==> src/rtl/fetch_queue.sv <==
// Instruction fetch front end: credit-limited requests to imem, in-order response FIFO,
// head presented to IF/ID with PC+4. A redirect flushes the FIFO and drops in-flight responses.
module fetch_queue #(
    parameter int unsigned DEPTH    = 4,
    parameter logic [31:0] RESET_PC = 32'h0000_0000
) (
    input  logic        clk,
    input  logic        reset_n,
    input  logic        redirect,
    input  logic [31:0] redirect_pc,
    output logic        imem_req_valid,
    output logic [31:0] imem_req_addr,
    input  logic        imem_req_ready,
    input  logic        imem_resp_valid,
    input  logic [31:0] imem_resp_data,
    output logic        out_valid,
    output logic [31:0] out_instr,
    output logic [31:0] out_pc4,
    input  logic        out_ready
);
    localparam int unsigned CW = $clog2(DEPTH + 1);
    localparam int unsigned AW = $clog2(DEPTH);
    localparam logic [CW:0] DEPTH_W = DEPTH[CW:0];

    logic [31:0]   fetch_pc;
    logic [31:0]   resp_pc;
    logic [CW-1:0] count;
    logic [CW-1:0] outstanding;
    logic [CW-1:0] discard;
    logic          started;
    logic [AW-1:0] rd_ptr;
    logic [AW-1:0] wr_ptr;
    logic [31:0]   instr_mem [DEPTH];
    logic [31:0]   pc4_mem   [DEPTH];
    logic [31:0]   last_instr;
    logic [31:0]   last_pc4;

    logic [CW:0]   credit_used;
    logic          accept;
    logic          push;
    logic          pop;

    // Buffered plus in-flight words never exceed DEPTH, so a response always has a slot.
    assign credit_used    = {1'b0, count} + {1'b0, outstanding};
    assign imem_req_valid = started & ~redirect & (credit_used < DEPTH_W);
    assign imem_req_addr  = fetch_pc;

    assign accept    = imem_req_valid & imem_req_ready;
    assign out_valid = (count != '0);
    assign push      = imem_resp_valid & ~redirect & (discard == '0);
    assign pop       = out_valid & out_ready & ~redirect;

    assign out_instr = out_valid ? instr_mem[rd_ptr] : last_instr;
    assign out_pc4   = out_valid ? pc4_mem[rd_ptr]   : last_pc4;

    always_ff @(posedge clk or negedge reset_n) begin
        if (!reset_n) begin
            fetch_pc    <= RESET_PC;
            resp_pc     <= RESET_PC;
            count       <= '0;
            outstanding <= '0;
            discard     <= '0;
            started     <= 1'b0;
            rd_ptr      <= '0;
            wr_ptr      <= '0;
            last_instr  <= '0;
            last_pc4    <= '0;
        end else begin
            started <= 1'b1;
            if (redirect) begin
                fetch_pc    <= redirect_pc;
                resp_pc     <= redirect_pc;
                count       <= '0;
                rd_ptr      <= '0;
                wr_ptr      <= '0;
                outstanding <= outstanding - CW'(imem_resp_valid);
                discard     <= outstanding - CW'(imem_resp_valid);
            end else begin
                if (accept) begin
                    fetch_pc <= fetch_pc + 32'd4;
                end
                outstanding <= outstanding + CW'(accept) - CW'(imem_resp_valid);
                if (imem_resp_valid && (discard != '0)) begin
                    discard <= discard - CW'(1);
                end
                if (push) begin
                    wr_ptr  <= wr_ptr + AW'(1);
                    resp_pc <= resp_pc + 32'd4;
                end
                if (pop) begin
                    rd_ptr     <= rd_ptr + AW'(1);
                    last_instr <= instr_mem[rd_ptr];
                    last_pc4   <= pc4_mem[rd_ptr];
                end
                count <= count + CW'(push) - CW'(pop);
            end
        end
    end

    always_ff @(posedge clk) begin
        if (push) begin
            instr_mem[wr_ptr] <= imem_resp_data;
            pc4_mem[wr_ptr]   <= resp_pc + 32'd4;
        end
    end
endmodule
==> config.mk <==
export PLATFORM = sky130hd
export DESIGN_NAME = fetch_queue
export DESIGN_NICKNAME = d
export VERILOG_FILES = /design/src/rtl/fetch_queue.sv
export SDC_FILE = /design/constraint.sdc
export NUM_CORES = 1
export LEC_CHECK = 0
export CORE_MARGIN = 3
export CORE_UTILIZATION = 45
export CTS_CLUSTER_DIAMETER = 200
export DETAILED_ROUTE_END_ITERATION = 8
export PLACE_DENSITY = 0.76
export SYNTH_ARGS = -nofsm -noshare
export SYNTH_HDL_FRONTEND = slang
export SYNTH_SLANG_ARGS = --single-unit
==> constraint.sdc <==
create_clock -name clk -period 7.04 [get_ports clk]
set_input_delay 0.704 -clock clk [delete_from_list [all_inputs] [get_ports clk]]
set_output_delay 0.704 -clock clk [all_outputs]
set_load 0.05 [all_outputs]
# Yosys cells after proc, flatten, opt, wreduce, memory -nomap -nowiden
# Memory sizes are Yosys's and may differ from the RTL's.
# Index checks and enable logic that the tools add are counted.
dict set report classes {
  add_sub_neg 11
  n_lt_le_gt_ge 1
  mux 16
  bitwise_logic 8
  reduce_logical 9
}
# op n
set ops {}
lappend ops {{2-to-1 mux 32 bit} 6}
lappend ops {{adder 32 x 3 -> 32 bit (second input constant)} 2}
lappend ops {{2-to-1 mux 3 bit} 4}
lappend ops {{subtractor 3 x 1 -> 3 bit} 3}
lappend ops {{2-to-1 mux 2 bit} 4}
lappend ops {{nonzero test 2 bit} 4}
lappend ops {{AND 1 bit} 7}
lappend ops {{adder 3 x 1 -> 3 bit} 2}
lappend ops {{nonzero test 3 bit} 2}
lappend ops {{adder 2 x 1 -> 2 bit (second input constant)} 2}
lappend ops {{adder 3 x 3 -> 4 bit} 1}
lappend ops {{less-than comparator 4 x 3 -> 1 bit (second input constant)} 1}
lappend ops {{zero test 3 bit} 1}
lappend ops {{subtractor 3 x 1 -> 3 bit (second input constant)} 1}
lappend ops {{2-to-1 mux 1 bit} 2}
lappend ops {{AND reduction 2 bit} 1}
lappend ops {{logical AND 1 bit} 1}
lappend ops {{NOT 1 bit} 1}
dict set report word_totals {
  reg_bits 142
  mem_bits_rw 256
  in_bits 70
  output_inout_bits 98
  elab_cells 57
  n_memories 2
}
# memory words word_bits rd rd_clocked_by_memory_dff write_ports line
set memory_table {}
lappend memory_table {instr_mem 4 32 1 0 1 33} ;# logic [31:0] instr_mem [DEPTH];
lappend memory_table {pc4_mem 4 32 1 0 1 34} ;# logic [31:0] pc4_mem [DEPTH];

# Logic depth before layout (Yosys ltp)
# Gate-level depths: netlist of the first run.
dict set report logic_depth {
  ltp_word 7
  mapped_depth 13
  depth_no_buf 12
}

# Least setup slack after synthesis of the first run
# OpenSTA, ideal clock, no wires.
dict set report synth_timing {
  kind {in2reg}
  startpoint {in redirect}
  endpoint {mem instr_mem[0][0] (enable)}
  setup_time_ns 0.429
  arrival_time_ns 3.052
  required_ns 6.611
  setup_slack_ns 3.558
  stages 5
  path_buffers 3
  cell_sequence {buf_4 > inv_1 > clkbuf_1 > clkbuf_1 > and3_1}
}
dict set report synth_via {
  elab_chain_len 5
}
# item line
set synth_lines {}
lappend synth_lines {{from (decl)} 9} ;# input logic redirect,
lappend synth_lines {{NOT 1 bit (no line)} --}
lappend synth_lines {{AND 1 bit (2 in a row)} 50} ;# assign push = imem_resp_valid & ~redirect & (discard == '0);
lappend synth_lines {{2-to-1 mux 1 bit} 101} ;# if (push) begin
lappend synth_lines {{2-to-1 mux 1 bit (implied by the code)} 102} ;# instr_mem[wr_ptr] <= imem_resp_data;
lappend synth_lines {{to (decl)} 33}
# No other way between the ends.

# Final worst setup path of the first run
dict set report layout_timing {
  startpoint {reg rd_ptr[0]}
  endpoint {out out_pc4[13]}
}
dict set report layout_via {
  elab_chain_len 2
}
# item line
set layout_lines {}
lappend layout_lines {{from (decl)} 31} ;# logic [AW-1:0] rd_ptr;
lappend layout_lines {{from (signal assigned)} 91} ;# rd_ptr <= rd_ptr + AW'(1);
lappend layout_lines {{memory read (4 x 32 bit)} --}
lappend layout_lines {{2-to-1 mux 32 bit} 54} ;# assign out_pc4 = out_valid ? pc4_mem[rd_ptr] : last_pc4;
lappend layout_lines {{to (decl)} 18} ;# output logic [31:0] out_pc4,
# No other way between the ends.

==> out/results.ini, run 1 <==
[outcome]
status = finished, final reports clean

[floorplan]
core-area_um2 = 37700
rows = 71
floorplan.initialDensity_pct = 45.7
die_w_um = 202
fp.dieH_um = 202
ios = 168
dieArea_um2 = 40700

[worst_setup_path]
cp.required_ps = 6340
endpoint_kind = output pin
start_kind = flop
path_max_fanout = 38
cpMaxStageDelayCell = dfrtp_4
path_cells = buf_4 -> mux4_2 -> mux2_2 -> clkdlybuf4s50_1
critical-path-max-stage-delay_ps = 820
crit_type = reg2out
crit_start = rd_ptr[0]
worstReg2RegStart = count[1]
reg2reg_depth = 11
arrival_ps = 3780

[routing]
num_vias = 9875
ant_nets = 0
wl_per_cell_um = 20.9
first_iter_violations = 490
firstDrtPassIters = 4
drc = 0
vias_per_cell = 5.50
wl_mm = 37.5

[logic_synthesis]
ys_seq_area_share_pct = 65.3
synth_common_cells = 256 x edfxtp_1, 142 x dfrtp_1, 86 x mux2_2
syn_nets = 1173
synthArstFlopShare_pct = 35.7
yosysTopAreaCellShare_pct = 44.6
yosys.area.top_type = edfxtp_1
synth_edf_count = 256
ys_ff_latch = 398
synthCells = 1085
syn_area_um2 = 17200
ys.warnings.count = 0
synth_area_leaders = edfxtp_1 45%, dfrtp_1 21%, mux4_2 8.4%
syn_avg_cell_area_um2 = 15.9
synthDistinctLibCells = 57
yosysMostFrequentCell = edfxtp_1
synth_ff_type = edfxtp_1

[clock_tree]
holdBufCountCts = 0
cts_max_path_buffers = 3
clk_pin_slew_ps = 60
ctsResizeCount = 0
cts_inserted_buffers = 43
worstSkewPairLatency_ps = 540
cts_sinks = 398
cts_root_buf = clkbuf_16
cts_tree = yes
htree_levels = 2
post_cts_buffers = 0

[hold_path]
hold_path_class = in2async

[sta]
finalWorstSetupSlack_ps = 2560
max_freq_ghz = 0.223
tns_ps = 0
fin_crit_ps = 4480
whs_ps = 264
post-route-period-util_pct = 63.7
finalHoldViolCount = 0
slew_headroom_pct = 25.5
rsz0062_at_grt = false
report.final.slew_viol_count = 0
tightest_slew_ps = 1120
setup_viol = 0
fin_skew_ps = 18.5

[place]
gp_routability_congestion = 0.836
dp_slack_ps = 3020
postPlaceCellArea_um2 = 19400
portBuffers = 167
dp_hpwl_mm = 22.6
dp_cells = 1717

[power_and_ir_drop]
power_density_nw_per_um2 = 443
finalPower_mw = 9.26
ir_drop_uv = 265
cellLeakagePower_nw = 7.31

[global_route]
grt_overflow = 0
grt_pass1_vias = 10400
track_usage_pct = 18.6
grt_max_degree = 79
grt_pass1_wl_mm = 59.3
antenna_found_initial = 1

[cells_and_area]
fin_util_pct = 55.5
final_area_um2 = 20900
final.fill_count = 3005
drive_gt1_share_pct = 19.6
syn_to_final_growth_pct = 21.3
n_antenna_cell = 0
fin_cells = 1796
finalNetCount = 1339

[job]
drv_cap = 0

==> worst max-delay path, delay by kind of cell, from the launching register on <==
family	cells	cell delay, ps
buf+inv	2	1520
mux	2	880
flops	1	820
==> cells in the final DEF, fill, tap and decap left out, drive strengths merged, types with 16 or more instances in the layout <==
| master | count |
|---|---|
| xor2 | 33 |
| dfrtp | 142 |
| nand4 | 18 |
| mux4 | 64 |
| mux2 | 137 |
| edfxtp | 256 |
| nand2 | 74 |
| nand3 | 33 |
| clkbuf | 53 |
| inv | 26 |
| clkdlybuf4s50 | 165 |
| xnor2 | 41 |
| nor2 | 31 |
| ha | 16 |
| o21ai | 37 |
==> sequential cells by signal, summed over array words and instances (netlist names) <==
signal and cells:
instr_mem 128, pc4_mem 128, imem_req_addr 32, last_instr 32, last_pc4 32, resp_pc 32
count 3, discard 3, outstanding 3, rd_ptr 2, wr_ptr 2, started 1
==> cells by family after synthesis <==
| group | Yosys count | share of synthesized area (%) |
|---|---|---|
| DFF | 398 | 65.3 |
| xor gates and xnor gates | 74 | 3.76 |
| adders and majority gates | 18 | 1.40 |
| and+or+nand+nor | 237 | 7.51 |
| other | 1 | 0.0218 |
| AOI/OAI and AO/OA | 79 | 2.86 |
| buffers and inverters | 77 | 1.84 |
| muxes | 201 | 17.3 |
==> worst paths after layout <==
path,slack [ps],to
max,2560,out_pc4[13]
min,260,last_instr[20]
max reg2reg,3530,outstanding[2]
min reg2reg,480,last_instr[19]
max in group asynchronous,5330,rd_ptr[1]
min in group clk,480,last_instr[19]
==> cell type report <==
class | instances | area, um^2 | area share [%]
sequential | 398 | 11200 | 53.8
inverter | 24 | 90.1 | 0.431
timing repair buffer | 174 | 1720 | 8.23
tap | 511 | 639 | 3.06
clock buffer | 53 | 1210 | 5.77
multi-input combinational | 610 | 5700 | 27.3
clock inverter | 26 | 299 | 1.43
==> per-layer routing <==
layer / up-vias / global-route usage [%] / share of wire, %
met5: - / 0 / 0
met1: 5021 / 26.7 / 45
met3: 52 / 3.45 / 6.2
met4: 0 / 4.16 / 1.7
met2: 334 / 29.9 / 47
li1: 4468 / - / -
==> power breakdown <==
part | switching, mW | leakage, nW | internal, mW | total (mW)
logic | 2.33 | 2.56 | 1.52 | 3.84
clock network | 0.910 | 0.736 | 1.44 | 2.35
registers | 0.233 | 4.01 | 2.83 | 3.06
Note: power is estimated with default switching activity, not from simulation.
==> inputs of run 2 (changes only) <==
- clock period: 7.04 -> 4.45 ns (I/O delays scaled with it)
==> run 2 against run 1 <==
  * The flow now finishes with violations (negative hold slack)
  * Via count decreased by 0.71%
  * Flip-flop and latch count stayed put
  * Clock power rose by 53%
  * Sequential power is 58% higher
  * Global-route usage decreased by 0.60 points
  * Cell area hardly changed
  * Hold slack worse by 260 ps
  * Largest cell class unchanged
  * Largest power group unchanged
==> out/results.ini, run 2 (same netlist as run 1, synthesis figures left out) <==
[outcome]
status = finished, violations left
violations = negative hold slack

[global_route]
grt_use_met1_pct = 25.2  ; -1.5 points
grt_overflow = 0  ; unchanged
use_met3_pct = 3.95  ; +0.50 points
antenna_found_initial = 2  ; +1
grt_max_degree = 91  ; +15%
grt_pass1_wl_mm = 58.1  ; -2.0%
busiest_layer = met2
track_usage_pct = 18.0  ; -0.60 points
grt_pass1_vias = 10200  ; -1.1%
met2_usage_pct = 29.1  ; -0.85 points

[clock_tree]
worstSkewPairLatency_ps = 540  ; about the same
cts_sinks = 398  ; unchanged
cts_root_buf = clkbuf_16
cts_inserted_buffers = 42  ; -2.3%
cts_tree = yes
htree_levels = 2  ; unchanged
ctsResizeCount = 0  ; unchanged
cts_max_path_buffers = 3  ; unchanged
clk_pin_slew_ps = 60  ; about the same
holdBufCountCts = 0  ; unchanged
post_cts_buffers = 0  ; unchanged

[sta]
tightest_slew_ps = 1080  ; -41.4 ps
report.final.slew_viol_count = 0  ; unchanged
post-route-period-util_pct = 83.9
finalHoldViolCount = 1  ; +1
fin_skew_ps = 13.2  ; -5.28 ps
tns_ps = 0  ; unchanged
fin_crit_ps = 3730
setup_viol = 0  ; unchanged
whs_ps = -0.741  ; -265 ps
max_freq_ghz = 0.268
slew_headroom_pct = 28.3  ; +2.8 points
rsz0062_at_grt = false
finalWorstSetupSlack_ps = 716  ; -1840 ps

[routing]
wl_per_cell_um = 20.1  ; -3.6%
num_vias = 9805  ; -0.71%
drc = 0  ; unchanged
wl_mm = 36.2  ; -3.4%
first_iter_violations = 496  ; +1.2%
vias_per_cell = 5.45  ; -0.93%
ant_nets = 0  ; unchanged
firstDrtPassIters = 4  ; unchanged

[cells_and_area]
syn_to_final_growth_pct = 21.3  ; about the same
layout_common_cells = 256 x edfxtp_1, 165 x clkdlybuf4s50_1, 140 x dfrtp_1
finalNetCount = 1344  ; +0.37%
n_antenna_cell = 0  ; unchanged
final_common_cell = edfxtp_1
largest_registers = instr_mem: 128 flops, pc4_mem: 128 flops
drive_gt1_share_pct = 19.4  ; -0.22 points
final.fill_count = 3033  ; +0.93%

[worst_setup_path]
crit_type = reg2out
arrival_ps = 3290  ; -490 ps
start_kind = flop
endpoint_kind = output pin
cp.required_ps = 4010  ; -2330 ps
path_max_fanout = 32  ; -16%

[floorplan]
floorplan.initialDensity_pct = 45.7  ; unchanged
fp.dieH_um = 202  ; unchanged
rows = 71  ; unchanged
dieArea_um2 = 40700  ; unchanged
die_w_um = 202  ; unchanged
ios = 168  ; unchanged
core-area_um2 = 37700  ; unchanged

[place]
dp_slack_ps = 1060  ; -1960 ps
portBuffers = 167  ; unchanged
gp_routability_congestion = 0.854  ; +2.2%
dp_hpwl_mm = 22.2  ; -1.9%

[power_and_ir_drop]
cellLeakagePower_nw = 7.30  ; -0.14%
power_density_nw_per_um2 = 696  ; +57%
ir_drop_uv = 348  ; +31%
finalPower_mw = 14.5  ; +57%

[hold_path]
hold_path_class = in2async

[job]
drv_cap = 0  ; unchanged

-- run 2: cell count changes in the layout (fill, tap and decap cells not counted) --
cell,previous run,this run
clkbuf_1,3,6
clkinv_1,4,7
buf_12,0,1
inv_8,1,0
clkbuf_8,5,3
buf_4,7,12
clkinvlp_4,4,3
clkinv_2,9,4
inv_6,1,2
clkinv_4,1,3
clkbuf_16,45,43
-- run 2: routing by layer --
metal  vias up  share of wire (%)
met3        59                5.6
met4         4                2.1
met5         -              0.075
met1      4984                 44
met2       278                 48
li1       4480                  -
-- run 2: final timing paths --
path | start | endpoint | slack (ps) | cells after the start
max | rd_ptr[0] | out_instr[14] | 720 | 4
min | reset_n | last_instr[18] | -0.7 | 1
max reg2reg | count[1] | outstanding[2] | 1060 | 11
min reg2reg | last_instr[30] | last_instr[30] | 480 | 1
max in group asynchronous | reset_n | last_pc4[18] | 3420 | 2
min in group clk | redirect | rd_ptr[0] | 370 | 2
-- run 2: critical path, cell delays in order (launching register included) --
cell and delay (ps):
dfrtp_4 840, buf_12 330, mux4_2 550, mux2_2 310, clkdlybuf4s50_1 710
-- run 2: final cells by class --
type / count / area (um^2) / share of cell area [%]
inverters: 24 / 90.1 / 0.431
flip-flops and latches: 398 / 11200 / 53.9
multi-input cells: 610 / 5700 / 27.3
well taps: 511 / 639 / 3.06
repair buffers: 180 / 1780 / 8.51
clock inverters: 25 / 293 / 1.40
clock buffers: 52 / 1140 / 5.46
-- run 2: power by group --
part	total (mW)	switching (mW)	internal [mW]	leakage (nW)
Combinational	6.12	3.69	2.44	2.60
Sequential	4.83	0.361	4.47	4.01
Clock	3.59	1.41	2.18	0.692
-- run 2: stage by stage --
stage	instance area, um^2	util (%)	std cells
2_1_floorplan	17200	-	1085
3_3_place_gp	19400	51.6	1723
3_5_place_dp	19400	51.6	1723
4_1_cts	20900	55.4	1800
5_1_grt	20900	55.4	1800
6_report	20900	55.4	1800
==> inputs of run 3 (changes only) <==
- clock period: 4.45 -> 3.5 ns (I/O delays scaled with it)
==> run 3 against run 2 <==
  * Via count grew 1.7%
  * Critical path type unchanged
  * Combinational power grew 28%
  * Largest cell class unchanged
  * The flow now finishes without violations
  * Critical path depth is the same
  * Hold slack gained 380 ps
  * Clock power grew 26%
  * Cell area grew 1.3%
==> out/results.ini, run 3 (same netlist as run 1, synthesis figures left out) <==
[outcome]
status = finished, final reports clean

[power_and_ir_drop]
cellLeakagePower_nw = 7.78  ; +6.5%
power_density_nw_per_um2 = 874  ; +25%
ir_drop_uv = 390  ; +12%

[cells_and_area]
syn_to_final_growth_pct = 22.9
fin_cells = 1815  ; +0.83%
drive_gt1_share_pct = 20.3  ; +0.88 points
final_common_cell = edfxtp_1
layout_common_cells = 256 x edfxtp_1, 140 x dfrtp_1, 127 x clkdlybuf4s50_1
finalNetCount = 1356  ; +0.89%
largest_registers = instr_mem: 128 flops, pc4_mem: 128 flops

[routing]
num_vias = 9971  ; +1.7%
wl_per_cell_um = 20.1  ; -0.31%
wl_met1_mm = 15.9  ; -0.79%
drc = 0  ; unchanged
ant_nets = 0  ; unchanged
vias_per_cell = 5.49  ; +0.85%
first_iter_violations = 628  ; +27%
wl_met2_mm = 17.8  ; +2.3%
routed.top_layer = met4
wl_mm = 36.4  ; +0.52%
dr_wl_met3_mm = 2.10  ; +2.7%
firstDrtPassIters = 5  ; +1

[sta]
fin_skew_ps = 14.9  ; +1.63 ps
post-route-period-util_pct = 96.0
whs_ps = 377  ; +378 ps
max_freq_ghz = 0.298
finalHoldViolCount = 0  ; -1
tightest_slew_ps = 780  ; -296 ps
slew_headroom_pct = 48.0  ; +20 points
rsz0062_at_grt = false
tns_ps = 0  ; unchanged
fin_crit_ps = 3360
report.final.slew_viol_count = 0  ; unchanged
setup_viol = 0  ; unchanged

[place]
dp_hpwl_mm = 23.0  ; +3.8%
portBuffers = 167  ; unchanged
dp_cells = 1733  ; +0.58%
gp_routability_congestion = 0.874  ; +2.3%

[worst_setup_path]
cp.required_ps = 3150  ; -860 ps
path_max_fanout = 24  ; -25%
crit_type = reg2out
r2r_slack_ps = 550  ; -510 ps
start_kind = flop
arrival_ps = 3010  ; -280 ps
crit_start = rd_ptr[0]
crit_end = out_pc4[11]
endpoint_kind = output pin
worstReg2RegStart = count[1]
reg2reg_depth = 11  ; unchanged
r2r_end = outstanding[2]

[global_route]
grt_max_degree = 72  ; -21%
grt_pass1_wl_mm = 58.4  ; +0.63%
antenna_found_initial = 1  ; -1
track_usage_pct = 18.1  ; +0.16 points
grt_pass1_vias = 10400  ; +1.7%
grt_overflow = 0  ; unchanged

[floorplan]
dieArea_um2 = 40700  ; unchanged
rows = 71  ; unchanged
die_w_um = 202  ; unchanged
core-area_um2 = 37700  ; unchanged
fp.dieH_um = 202  ; unchanged
floorplan.initialDensity_pct = 45.7  ; unchanged
ios = 168  ; unchanged

[clock_tree]
worstSkewPairLatency_ps = 540  ; about the same
htree_levels = 2  ; unchanged
cts_tree = yes
cts_inserted_buffers = 43  ; +2.4%
post_cts_buffers = 0  ; unchanged
cts_max_path_buffers = 3  ; unchanged
clk_pin_slew_ps = 60  ; about the same
cts_root_buf = clkbuf_16
cts_sinks = 398  ; unchanged

[job]
drv_cap = 0  ; unchanged

[hold_path]
hold_path_class = in2async

[run 3: routing by layer]
layer | track usage, % | vias up
met3 | 2.77 | 54
met1 | 25.6 | 5077
met4 | 4.34 | 0
li1 | - | 4508
met5 | 0 | -
met2 | 30.1 | 332
[run 3: worst min-delay path by stage]
stage	start	end	slack, ps
after floorplan	reset_n	count[0]	50
after global placement	reset_n	last_instr[20]	410
after detailed placement	reset_n	last_instr[20]	420
after CTS	redirect_pc[19]	resp_pc[19]	380
after global routing	redirect_pc[19]	resp_pc[19]	410
final	reset_n	last_instr[19]	380
[run 3: layout make-up]
cell class                 count  area (um^2)
fill                        2982        16500
sequential                   398        11200
timing repair buffer         191         2050
clock inverter                21          221
inverter                      24         90.1
multi-input combinational    610         5700
antenna                        2         5.00
clock buffer                  58         1210
tap                          511          639
[run 3: worst max-delay path, stage by stage, from the launching register on]
cell             delay (ps)
dfrtp_4                 620
buf_12                  280
mux4_2                  560
mux2_2                  280
clkdlybuf4s50_1         720
[run 3: repair_timing]
| item | 4_1_cts | 5_1_grt |
|---|---|---|
| setup endpoints to repair | 0 | 38 |
| resized for setup | 0 | 38 |
| hold buffers | 1 | 0 |
| endpoints found under the hold margin | 66 | 0 |
[run 3: power breakdown]
part	internal (mW)	switching (mW)
clock network	2.74	1.79
logic	3.11	4.75
registers	5.68	0.409
total	11.5	6.95
[run 3: through the flow]
| stage | setup WS [ps] | util [%] | power (mW) | instance area, um^2 |
|---|---|---|---|---|
| final | 140 | 56.2 | 18.5 | 21200 |
| after detailed placement | 597 | 52.1 | 14.2 | 19600 |
| after CTS | 21.6 | 55.9 | 18.8 | 21100 |
| after global placement | 619 | 52.1 | 14.1 | 19600 |
| after global routing | 6.82 | 56.2 | 19.3 | 21200 |
| after floorplan | 369 | - | 11.7 | 17200 |
